## src/rtl/heart_pkg.sv

```systemverilog
// heart_pkg: shared widths, colour constants and arithmetic helpers for the
// heart renderer slice (heart_renderer, circle_hit_pipe, heart_renderer_if).
//   COORD_W     width of heart geometry (centre x/y, radius)
//   PIX_W       width of raster pixel coordinates
//   RGB_W       packed {R4,G4,B4} colour width
//   sq_dist_w() width of dx^2 + dy^2 that cannot overflow
package heart_pkg;

  localparam int COORD_W = 16;
  localparam int PIX_W   = 10;
  localparam int RGB_W   = 12;

  localparam logic [RGB_W-1:0] RGB_BLACK = 12'h000;
  localparam logic [RGB_W-1:0] RGB_RED   = 12'hF00;

  // dx/dy are COORD_W+1 bits signed, each square needs 2*(COORD_W+1) bits and
  // the sum of two squares one more carry bit.
  function automatic int sq_dist_w();
    return 2 * (COORD_W + 1) + 1;
  endfunction

endpackage

```

## src/rtl/heart_renderer_if.sv

```systemverilog
// heart_renderer_if: pixel stream + heart geometry in, composited pixel out.
//   master: VGA timing/background side (drives i_*, observes o_*)
//   slave : heart_renderer (consumes i_*, drives o_*)
//   i_pix_stb, i_x, i_y, i_active, i_frame_start, i_bg_rgb  raster stream
//   i_cx, i_cy, i_r                                         heart geometry
//   i_hit                                                   damage pulse
//   o_valid, o_heart, o_rgb, o_invuln                       composited result
interface heart_renderer_if;

  logic                          i_pix_stb;
  logic [heart_pkg::PIX_W-1:0]   i_x;
  logic [heart_pkg::PIX_W-1:0]   i_y;
  logic                          i_active;
  logic                          i_frame_start;
  logic [heart_pkg::RGB_W-1:0]   i_bg_rgb;
  logic [heart_pkg::COORD_W-1:0] i_cx;
  logic [heart_pkg::COORD_W-1:0] i_cy;
  logic [heart_pkg::COORD_W-1:0] i_r;
  logic                          i_hit;
  logic                          o_valid;
  logic                          o_heart;
  logic [heart_pkg::RGB_W-1:0]   o_rgb;
  logic                          o_invuln;

  modport master (
    output i_pix_stb, i_x, i_y, i_active, i_frame_start, i_bg_rgb,
    output i_cx, i_cy, i_r, i_hit,
    input  o_valid, o_heart, o_rgb, o_invuln
  );

  modport slave (
    input  i_pix_stb, i_x, i_y, i_active, i_frame_start, i_bg_rgb,
    input  i_cx, i_cy, i_r, i_hit,
    output o_valid, o_heart, o_rgb, o_invuln
  );

endinterface

```

## src/rtl/heart_renderer_circle_hit_pipe.sv

```systemverilog
// circle_hit_pipe: 3-stage "is pixel within radius of centre" pipeline.
//   S1 dx/dy, S2 squares, S3 compare. Everything holds while stall_i=1.
//   i_clk, i_rst    clock, synchronous active-high reset
//   stall_i         1 = hold all stages
//   x_i, y_i        pixel coordinate
//   active_i, vis_i, bg_rgb_i  side-band carried alongside the pixel
//   cx_i, cy_i, r_i geometry used by S1 for this pixel
//   inside_o        S3: distance <= r and r != 0
//   active_o, vis_o, bg_rgb_o  side-band aligned with inside_o
module circle_hit_pipe
  import heart_pkg::*;
(
  input  logic               i_clk,
  input  logic               i_rst,
  input  logic               stall_i,
  input  logic [PIX_W-1:0]   x_i,
  input  logic [PIX_W-1:0]   y_i,
  input  logic               active_i,
  input  logic               vis_i,
  input  logic [RGB_W-1:0]   bg_rgb_i,
  input  logic [COORD_W-1:0] cx_i,
  input  logic [COORD_W-1:0] cy_i,
  input  logic [COORD_W-1:0] r_i,
  output logic               inside_o,
  output logic               active_o,
  output logic               vis_o,
  output logic [RGB_W-1:0]   bg_rgb_o
);

  localparam int D_W   = COORD_W + 1;
  localparam int SQ_W  = 2 * D_W;
  localparam int R2_W  = 2 * COORD_W;
  localparam int SUM_W = sq_dist_w();

  // S1
  logic signed [D_W-1:0] dx_q, dx_d, dy_q, dy_d;
  logic [COORD_W-1:0]    r1_q;
  logic                  act1_q, vis1_q;
  logic [RGB_W-1:0]      bg1_q;
  // S2
  logic [SQ_W-1:0]       dx2_q, dx2_d, dy2_q, dy2_d;
  logic [R2_W-1:0]       r2_q, r2_d;
  logic                  rnz2_q, act2_q, vis2_q;
  logic [RGB_W-1:0]      bg2_q;
  // S3
  logic                  inside_q, inside_d, act3_q, vis3_q;
  logic [RGB_W-1:0]      bg3_q;

  logic signed [SQ_W-1:0] dx_ext, dy_ext, dx_sq, dy_sq;
  logic [SUM_W-1:0]       dist_sum;

  // NOTE: every signal written here gets a value on every path; a missed
  // assignment in always_comb would infer a latch.
  always_comb begin
    // Zero-extended pixel minus centre: a centre off-screen to the right or
    // below yields a negative delta, which is what clips the heart correctly.
    dx_d   = D_W'({1'b0, x_i}) - D_W'(cx_i);
    dy_d   = D_W'({1'b0, y_i}) - D_W'(cy_i);
    dx_ext = {{(SQ_W-D_W){dx_q[D_W-1]}}, dx_q};
    dy_ext = {{(SQ_W-D_W){dy_q[D_W-1]}}, dy_q};
    dx_sq  = dx_ext * dx_ext;
    dy_sq  = dy_ext * dy_ext;
    dx2_d  = dx_sq;
    dy2_d  = dy_sq;
    r2_d   = R2_W'(r1_q) * R2_W'(r1_q);
    dist_sum = SUM_W'(dx2_q) + SUM_W'(dy2_q);
    inside_d = rnz2_q && (dist_sum <= SUM_W'(r2_q));
  end

  // NOTE: sequential state uses non-blocking assignments so every stage
  // samples the previous stage's value from before the edge.
  // NOTE: there are no memories here, so every register is cleared by the
  // synchronous reset and the pipeline flushes to "inactive, black".
  always_ff @(posedge i_clk) begin
    if (i_rst) begin
      dx_q     <= '0;
      dy_q     <= '0;
      r1_q     <= '0;
      act1_q   <= 1'b0;
      vis1_q   <= 1'b0;
      bg1_q    <= '0;
      dx2_q    <= '0;
      dy2_q    <= '0;
      r2_q     <= '0;
      rnz2_q   <= 1'b0;
      act2_q   <= 1'b0;
      vis2_q   <= 1'b0;
      bg2_q    <= '0;
      inside_q <= 1'b0;
      act3_q   <= 1'b0;
      vis3_q   <= 1'b0;
      bg3_q    <= '0;
    end else if (!stall_i) begin
      dx_q     <= dx_d;
      dy_q     <= dy_d;
      // Radius travels with its pixel so a frame_start between S1 and S2
      // cannot mix old deltas with a new radius.
      r1_q     <= r_i;
      act1_q   <= active_i;
      vis1_q   <= vis_i;
      bg1_q    <= bg_rgb_i;
      dx2_q    <= dx2_d;
      dy2_q    <= dy2_d;
      r2_q     <= r2_d;
      rnz2_q   <= (r1_q != '0);
      act2_q   <= act1_q;
      vis2_q   <= vis1_q;
      bg2_q    <= bg1_q;
      inside_q <= inside_d;
      act3_q   <= act2_q;
      vis3_q   <= vis2_q;
      bg3_q    <= bg2_q;
    end
  end

  assign inside_o = inside_q;
  assign active_o = act3_q;
  assign vis_o    = vis3_q;
  assign bg_rgb_o = bg3_q;

endmodule

```

## src/rtl/heart_renderer.sv

```systemverilog
// heart_renderer: overlays a circular heart on the VGA pixel stream.
//   Geometry is shadowed at each frame_start so mid-frame updates never tear.
//   Output lags the input by exactly 3 pixel strobes.
//   Optional macro HEART_BLINK_EN: damage blink / invulnerability window
//   started by i_hit; without it i_hit is ignored and o_invuln is 0.
// Ports:
//   i_clk, i_rst  clock, synchronous active-high reset
//   bus           heart_renderer_if.slave (pixel stream, geometry, hit, result)
// Parameters:
//   HEART_RGB     heart colour {R4,G4,B4}
//   BLINK_FRAMES  frames of invulnerability after a hit
//   BLINK_SHIFT   blink counter bit gating visibility (period 2^(SHIFT+1))
module heart_renderer
  import heart_pkg::*;
#(
  parameter logic [RGB_W-1:0] HEART_RGB    = RGB_RED,
  parameter int               BLINK_FRAMES = 60,
  parameter int               BLINK_SHIFT  = 2
) (
  input logic             i_clk,
  input logic             i_rst,
  heart_renderer_if.slave bus
);

  logic [COORD_W-1:0] sh_cx_q, sh_cx_d, sh_cy_q, sh_cy_d, sh_r_q, sh_r_d;
  logic               vis, invuln;
  logic               p_inside, p_active, p_vis;
  logic [RGB_W-1:0]   p_bg;
  logic               heart;
  logic [RGB_W-1:0]   rgb;

  always_comb begin
    sh_cx_d = sh_cx_q;
    sh_cy_d = sh_cy_q;
    sh_r_d  = sh_r_q;
    if (bus.i_frame_start) begin
      sh_cx_d = bus.i_cx;
      sh_cy_d = bus.i_cy;
      sh_r_d  = bus.i_r;
    end
  end

  // The pipeline reads the registered shadow, so a strobe coinciding with
  // frame_start still renders with the previous frame's geometry.
  always_ff @(posedge i_clk) begin
    if (i_rst) begin
      sh_cx_q <= '0;
      sh_cy_q <= '0;
      sh_r_q  <= '0;
    end else begin
      sh_cx_q <= sh_cx_d;
      sh_cy_q <= sh_cy_d;
      sh_r_q  <= sh_r_d;
    end
  end

`ifdef HEART_BLINK_EN
  localparam int CNT_RAW = $clog2(BLINK_FRAMES + 1);
  localparam int CNT_W   = (CNT_RAW > BLINK_SHIFT) ? CNT_RAW : BLINK_SHIFT + 1;

  logic [CNT_W-1:0] blink_cnt_q, blink_cnt_d;

  // A hit always restarts the window, even on a frame_start cycle.
  always_comb begin
    blink_cnt_d = blink_cnt_q;
    if (bus.i_hit) begin
      blink_cnt_d = CNT_W'(BLINK_FRAMES);
    end else if (bus.i_frame_start && (blink_cnt_q != '0)) begin
      blink_cnt_d = blink_cnt_q - 1'b1;
    end
  end

  always_ff @(posedge i_clk) begin
    if (i_rst) begin
      blink_cnt_q <= '0;
    end else begin
      blink_cnt_q <= blink_cnt_d;
    end
  end

  assign invuln = (blink_cnt_q != '0);
  assign vis    = (blink_cnt_q == '0) | ~blink_cnt_q[BLINK_SHIFT];
`else
  logic unused_hit;
  assign unused_hit = bus.i_hit;
  assign invuln     = 1'b0;
  assign vis        = 1'b1;
`endif

  circle_hit_pipe u_pipe (
    .i_clk    (i_clk),
    .i_rst    (i_rst),
    .stall_i  (~bus.i_pix_stb),
    .x_i      (bus.i_x),
    .y_i      (bus.i_y),
    .active_i (bus.i_active),
    .vis_i    (vis),
    .bg_rgb_i (bus.i_bg_rgb),
    .cx_i     (sh_cx_q),
    .cy_i     (sh_cy_q),
    .r_i      (sh_r_q),
    .inside_o (p_inside),
    .active_o (p_active),
    .vis_o    (p_vis),
    .bg_rgb_o (p_bg)
  );

  always_comb begin
    heart = p_inside & p_active & p_vis;
    rgb   = RGB_BLACK;
    if (p_active) begin
      rgb = heart ? HEART_RGB : p_bg;
    end
  end

  assign bus.o_valid  = p_active;
  assign bus.o_heart  = heart;
  assign bus.o_rgb    = rgb;
  assign bus.o_invuln = invuln;

endmodule

```

## src/flat_wrapper.sv

```systemverilog
// flat-port wrapper written by rule: the top's interface ports become plain ports
module heart_renderer_flat import heart_pkg::*;
#(
  parameter logic [RGB_W-1:0] HEART_RGB    = RGB_RED,
  parameter int               BLINK_FRAMES = 60,
  parameter int               BLINK_SHIFT  = 2
)
  (i_clk, i_rst, bus_i_pix_stb, bus_i_x, bus_i_y, bus_i_active, bus_i_frame_start, bus_i_bg_rgb, bus_i_cx, bus_i_cy, bus_i_r, bus_i_hit, bus_o_valid, bus_o_heart, bus_o_rgb, bus_o_invuln);
  heart_renderer_if bus_i ();
  input logic i_clk;
  input logic i_rst;
  input wire logic [$bits(bus_i.i_pix_stb)-1:0] bus_i_pix_stb;
  input wire logic [$bits(bus_i.i_x)-1:0] bus_i_x;
  input wire logic [$bits(bus_i.i_y)-1:0] bus_i_y;
  input wire logic [$bits(bus_i.i_active)-1:0] bus_i_active;
  input wire logic [$bits(bus_i.i_frame_start)-1:0] bus_i_frame_start;
  input wire logic [$bits(bus_i.i_bg_rgb)-1:0] bus_i_bg_rgb;
  input wire logic [$bits(bus_i.i_cx)-1:0] bus_i_cx;
  input wire logic [$bits(bus_i.i_cy)-1:0] bus_i_cy;
  input wire logic [$bits(bus_i.i_r)-1:0] bus_i_r;
  input wire logic [$bits(bus_i.i_hit)-1:0] bus_i_hit;
  output wire logic [$bits(bus_i.o_valid)-1:0] bus_o_valid;
  output wire logic [$bits(bus_i.o_heart)-1:0] bus_o_heart;
  output wire logic [$bits(bus_i.o_rgb)-1:0] bus_o_rgb;
  output wire logic [$bits(bus_i.o_invuln)-1:0] bus_o_invuln;
  assign bus_i.i_pix_stb = bus_i_pix_stb;
  assign bus_i.i_x = bus_i_x;
  assign bus_i.i_y = bus_i_y;
  assign bus_i.i_active = bus_i_active;
  assign bus_i.i_frame_start = bus_i_frame_start;
  assign bus_i.i_bg_rgb = bus_i_bg_rgb;
  assign bus_i.i_cx = bus_i_cx;
  assign bus_i.i_cy = bus_i_cy;
  assign bus_i.i_r = bus_i_r;
  assign bus_i.i_hit = bus_i_hit;
  assign bus_o_valid = bus_i.o_valid;
  assign bus_o_heart = bus_i.o_heart;
  assign bus_o_rgb = bus_i.o_rgb;
  assign bus_o_invuln = bus_i.o_invuln;
  heart_renderer #(.HEART_RGB(HEART_RGB), .BLINK_FRAMES(BLINK_FRAMES), .BLINK_SHIFT(BLINK_SHIFT)) u_core (.i_clk(i_clk), .i_rst(i_rst), .bus(bus_i));
endmodule
```

## config.mk

```make
export PLATFORM = sky130hd
export DESIGN_NAME = heart_renderer_flat
export DESIGN_NICKNAME = d
export VERILOG_FILES = /design/src/rtl/heart_pkg.sv /design/src/rtl/heart_renderer_if.sv /design/src/rtl/heart_renderer_circle_hit_pipe.sv /design/src/rtl/heart_renderer.sv /design/src/flat_wrapper.sv
export SDC_FILE = /design/constraint.sdc
export NUM_CORES = 2
export LEC_CHECK = 0
export ABC_AREA = 0
export CAP_MARGIN = 20
export CORE_ASPECT_RATIO = 1.75
export CORE_UTILIZATION = 45
export CTS_CLUSTER_DIAMETER = 150
export DETAILED_ROUTE_END_ITERATION = 16
export GPL_TIMING_DRIVEN = 0
export SLEW_MARGIN = 20
export SYNTH_ARGS = -nofsm -noshare
export SYNTH_HDL_FRONTEND = slang
export SYNTH_SLANG_ARGS = --single-unit
```

## constraint.sdc

```tcl
create_clock -name i_clk -period 5.7 [get_ports i_clk]
set_clock_uncertainty 0.05 [all_clocks]
set_input_delay 0.855 -clock i_clk [delete_from_list [all_inputs] [get_ports i_clk]]
set_output_delay 0.855 -clock i_clk [all_outputs]
set_load 0.01 [all_outputs]
```

==> metrics.yaml <==
grt:
  met1_usage_pct: 27.7
  grt-busiest-layer: "met2"
  grt_pass1_vias: 33200
  grt_max_degree: 16
  grt_pass1_wl_um: 184000
  gr-usage-met2_pct: 53.9
  grt_overflow_total: 0
  antenna_found_initial: 0
  grt_util_met3_pct: 2.70
  grt.total_usage_pct: 28.0
routing:
  viasPerCell: 5.30
  finalWirelength_um: 120000
  ant_nets: 0
  drt_iter0_drc: 1484
  firstDrtPassIters: 5
  drc: 0
  routedWlPerCell_um: 21.1
  dr_total_vias: 30300
die:
  design.core.area_um2: 84700
  die_w_um: 224
  rows: 141
  die-area_um2: 87100
  start_util_pct: 45.7
  die_height_um: 390
  pin_count: 101
synth:
  yosysWarnings: 0
  synth_compound_area_share_pct: 8.38
  synth.largest_area_cell: "fa_1"
  yosys-top-cells-area: "fa_1 36%, dfxtp_1 12%, ha_1 12%"
  synthSimpleGateAreaFrac_pct: 12.6
  netlist_instances: 4241
  synth_top_family_by_area: "adder cells"
  synth_top_area_share_pct: 36.1
  avgSynthCellArea_um2: 9.12
  yosysUniqueCellTypes: 83
  synth-main-ff-cell: "dfxtp_1"
  synth_edf_count: 0
  syn-cell-area_um2: 38700
  synth_nets: 5387
  synthMuxAreaShare_pct: 4.56
  synth_adder_area_share_pct: 47.8
  ys_seq_area_share_pct: 12.4
  ys_ff_latch: 239
  ys_async_sr_fraction_pct: 0
  synthXorXnorAreaFrac_pct: 3.51
clocking:
  clockBufferDepth: 3
  path_clk_slew_ps: 70
  cts_tree: "done"
  numCtsBuffers: 28
  htreeDepth: 1
  cts_root_buf: "clkbuf_16"
  clock_latency_ps: 610
  cts_hold_buffers: 0
  cts_sinks: 239
placed_design:
  io_buffers: 97
  gp_congestion: 0.960
  post_dp_cell_area_um2: 41600
  place_ws_ps: -1530
  dp_hpwl_um: 95600
final_layout:
  diodes: 0
  syn_to_final_growth_pct: 22.7
  drive_above_1_share_pct: 18.5
  final_area_um2: 47400
  fin_nets: 5762
worst_setup_path:
  critPathMaxFanout: 5
  crit_buf_inv: 9
  cp.required_ps: 6080
  arrival_ps: 6720
  worst_path_most_repeated_cell: "fa_1"
  crit_family: "adder cells"
  path_cells: "clkbuf_16 > clkbuf_16 > buf_6 > nand2_2 > fa_1 > buf_4 > fa_1 > fa_1 > inv_2 > fa_1 > fa_1 > inv_2 > fa_1 > inv_2 > ha_4 > buf_6 > a211oi_4 > o211ai_1 > buf_4 > o311ai_4 > nand3b_1 > a21oi_2 > xor2_2 > o22ai_1"
  slowest_delay_ps: 560
  crit_path_start_kind: "register"
  worstSetupPathType: "register to register"
  cp-end-kind: "register"
  worst-r2r-setup-slack_ps: -640
  slowest_stage: "fa_1"
power_and_ir_drop:
  powerDensity_nw_per_um2: 318
  peakVddDrop_mv: 0.344
  power.leakage_nw: 24.5
timing:
  finalSetupViolations: 50
  slew_viol_final: 0
  rsz0062_at_grt: "yes"
  fmax_mhz: 158
  maxSlewHeadroom_pct: 28.8
  finalCritPeriodShare_pct: 111
  finalHoldViolCount: 0
  tightest_slew_ps: 1070
  finalWorstSetupSlack_ps: -637
  period_minus_slack_ps: 6340
outcome:
  violations: "setup timing"
  status: "finished, violations left"
worst_hold_path:
  hp-class: "register to register"
flow_run:
  cap_violations: 0
==> placed cells by master, fill, tap and decap left out, drive strengths merged, types with 19 or more instances in the layout <==
cell / count
and3: 23
inv: 939
nor2: 322
nor2b: 42
nand2: 305
nand3: 45
nand2b: 26
o21a: 19
dfxtp: 239
xor2: 54
a31oi: 19
clkbuf: 158
and2: 161
ha: 363
nor3: 33
fa: 697
clkdlybuf4s50: 97
a21oi: 132
mux2i: 174
a21o: 67
o21ai: 74
xnor2: 101
buf: 284
a211oi: 30
==> area by class of cell <==
type | instances | area (µm²)
buffer | 148 | 1600
clock buffer | 37 | 805
clock inverter | 15 | 174
fill | 7583 | 37200
inverter | 947 | 3590
multi-input combinational | 2898 | 31800
sequential | 239 | 4930
tap | 1072 | 1340
timing repair buffer | 354 | 3240
==> routing by layer <==
layer  vias to the layer above  routed length [µm]  share of wire [%]
li1                      13900                   -                  -
met1                     15100               40500                 34
met2                       772               64900                 54
met3                       447                4010                3.3
met4                         0               11100                9.2
met5                         -                   0                  0
==> state kept, by name, indices dropped and copies added (netlist names), 12 cells and up <==
name and cells:
u_core.u_pipe.dy_q 17, u_core.u_pipe.dx_q 17, u_core.sh_cy_q 16, u_core.u_pipe.bg_rgb_o 12
u_core.u_pipe.dy2_q 33, u_core.u_pipe.dx2_q 33, u_core.u_pipe.r2_q 31, u_core.sh_cx_q 16
u_core.u_pipe.bg1_q 12, u_core.u_pipe.r1_q 16, u_core.sh_r_q 16, u_core.u_pipe.bg2_q 12
==> cell families (layout without fill, tap and decap cells) <==
kind of cell,count (synthesis),count (layout)
buffers and inverters,1104,1501
adder cells (fa/ha/maj),1060,1060
AND/OR/NAND/NOR,1029,1029
AO/OA/AOI/OAI,477,477
flip-flops,239,239
multiplexers,176,176
XOR/XNOR,155,155
other,1,1
==> cells in the mapped netlist (all sizes together), types with 4 or more instances <==
master   count
inv        946
fa         697
ha         363
nor2       322
nand2      305
dfxtp      239
mux2i      174
and2       161
clkbuf     137
a21oi      132
xnor2      101
o21ai       74
a21o        67
xor2        54
nand3       45
nor2b       42
nor3        33
a211oi      30
nand2b      26
and3        23
buf         20
a31oi       19
o21a        19
a31o        16
nand4       16
o311ai      16
o21bai      15
or3         14
o211ai      12
o22ai       11
nor4         9
or2          9
a311oi       7
a211o        6
a21boi       6
and4         6
o2111ai      6
o31a         6
nand3b       5
nor3b        5
o31ai        5
a221oi       4
o211a        4
o221ai       4
==> stage by stage <==
step / power, mW / hold WS, ps / TNS [ps] / cells / utilization (%)
6_report: 15.1 / 406 / -15070 / 5710 / 56.0
5_1_grt: 16.2 / 412 / -24020 / 5710 / 56.0
4_1_cts: 14.1 / 405 / -12940 / 5648 / 54.6
3_5_place_dp: 10.4 / 399 / -49530 / 5410 / 49.2
3_3_place_gp: 10.4 / 390 / -48080 / 5410 / 49.2
2_1_floorplan: 8.07 / 375 / -39.8 / 4241 / -
==> worst reg2reg max path, delay by kind of cell, from the launching register on <==
| family | cells | cell delay, ps |
|---|---|---|
| buffers and inverters | 9 | 1040 |
| adder cells (fa/ha/maj) | 7 | 3280 |
| AND/OR/NAND/NOR | 2 | 190 |
| XOR/XNOR | 1 | 230 |
| AO/OA/AOI/OAI | 5 | 1000 |
| flip-flops | 1 | 350 |
==> final timing paths <==
kind,startpoint,cells past startpoint,end
setup / recovery,u_core.u_pipe.dx_q[7],24,u_core.u_pipe.dx2_q[28]
hold / removal,u_core.u_pipe.r2_q[28],2,u_core.u_pipe.r2_q[28]
hold reg to reg,u_core.u_pipe.r2_q[28],2,u_core.u_pipe.r2_q[28]
setup reg to reg,u_core.u_pipe.dx_q[7],24,u_core.u_pipe.dx2_q[28]
==> repair_timing <==
item,in CTS,in global routing
buffers inserted,184,70
resized for setup,497,211
gates cloned,4,2
pin swaps,254,229
setup endpoints to repair,63,61
==> power by group <==
group / leakage [nW] / internal (mW) / total [mW] / switching [mW]
sequential: 1.99 / 1.87 / 2.10 / 0.227
clock: 0.479 / 1.09 / 1.92 / 0.828
combinational: 22.0 / 4.98 / 11.1 / 6.10
total: 24.5 / 7.95 / 15.1 / 7.15
(Power assumes the default switching activity.)
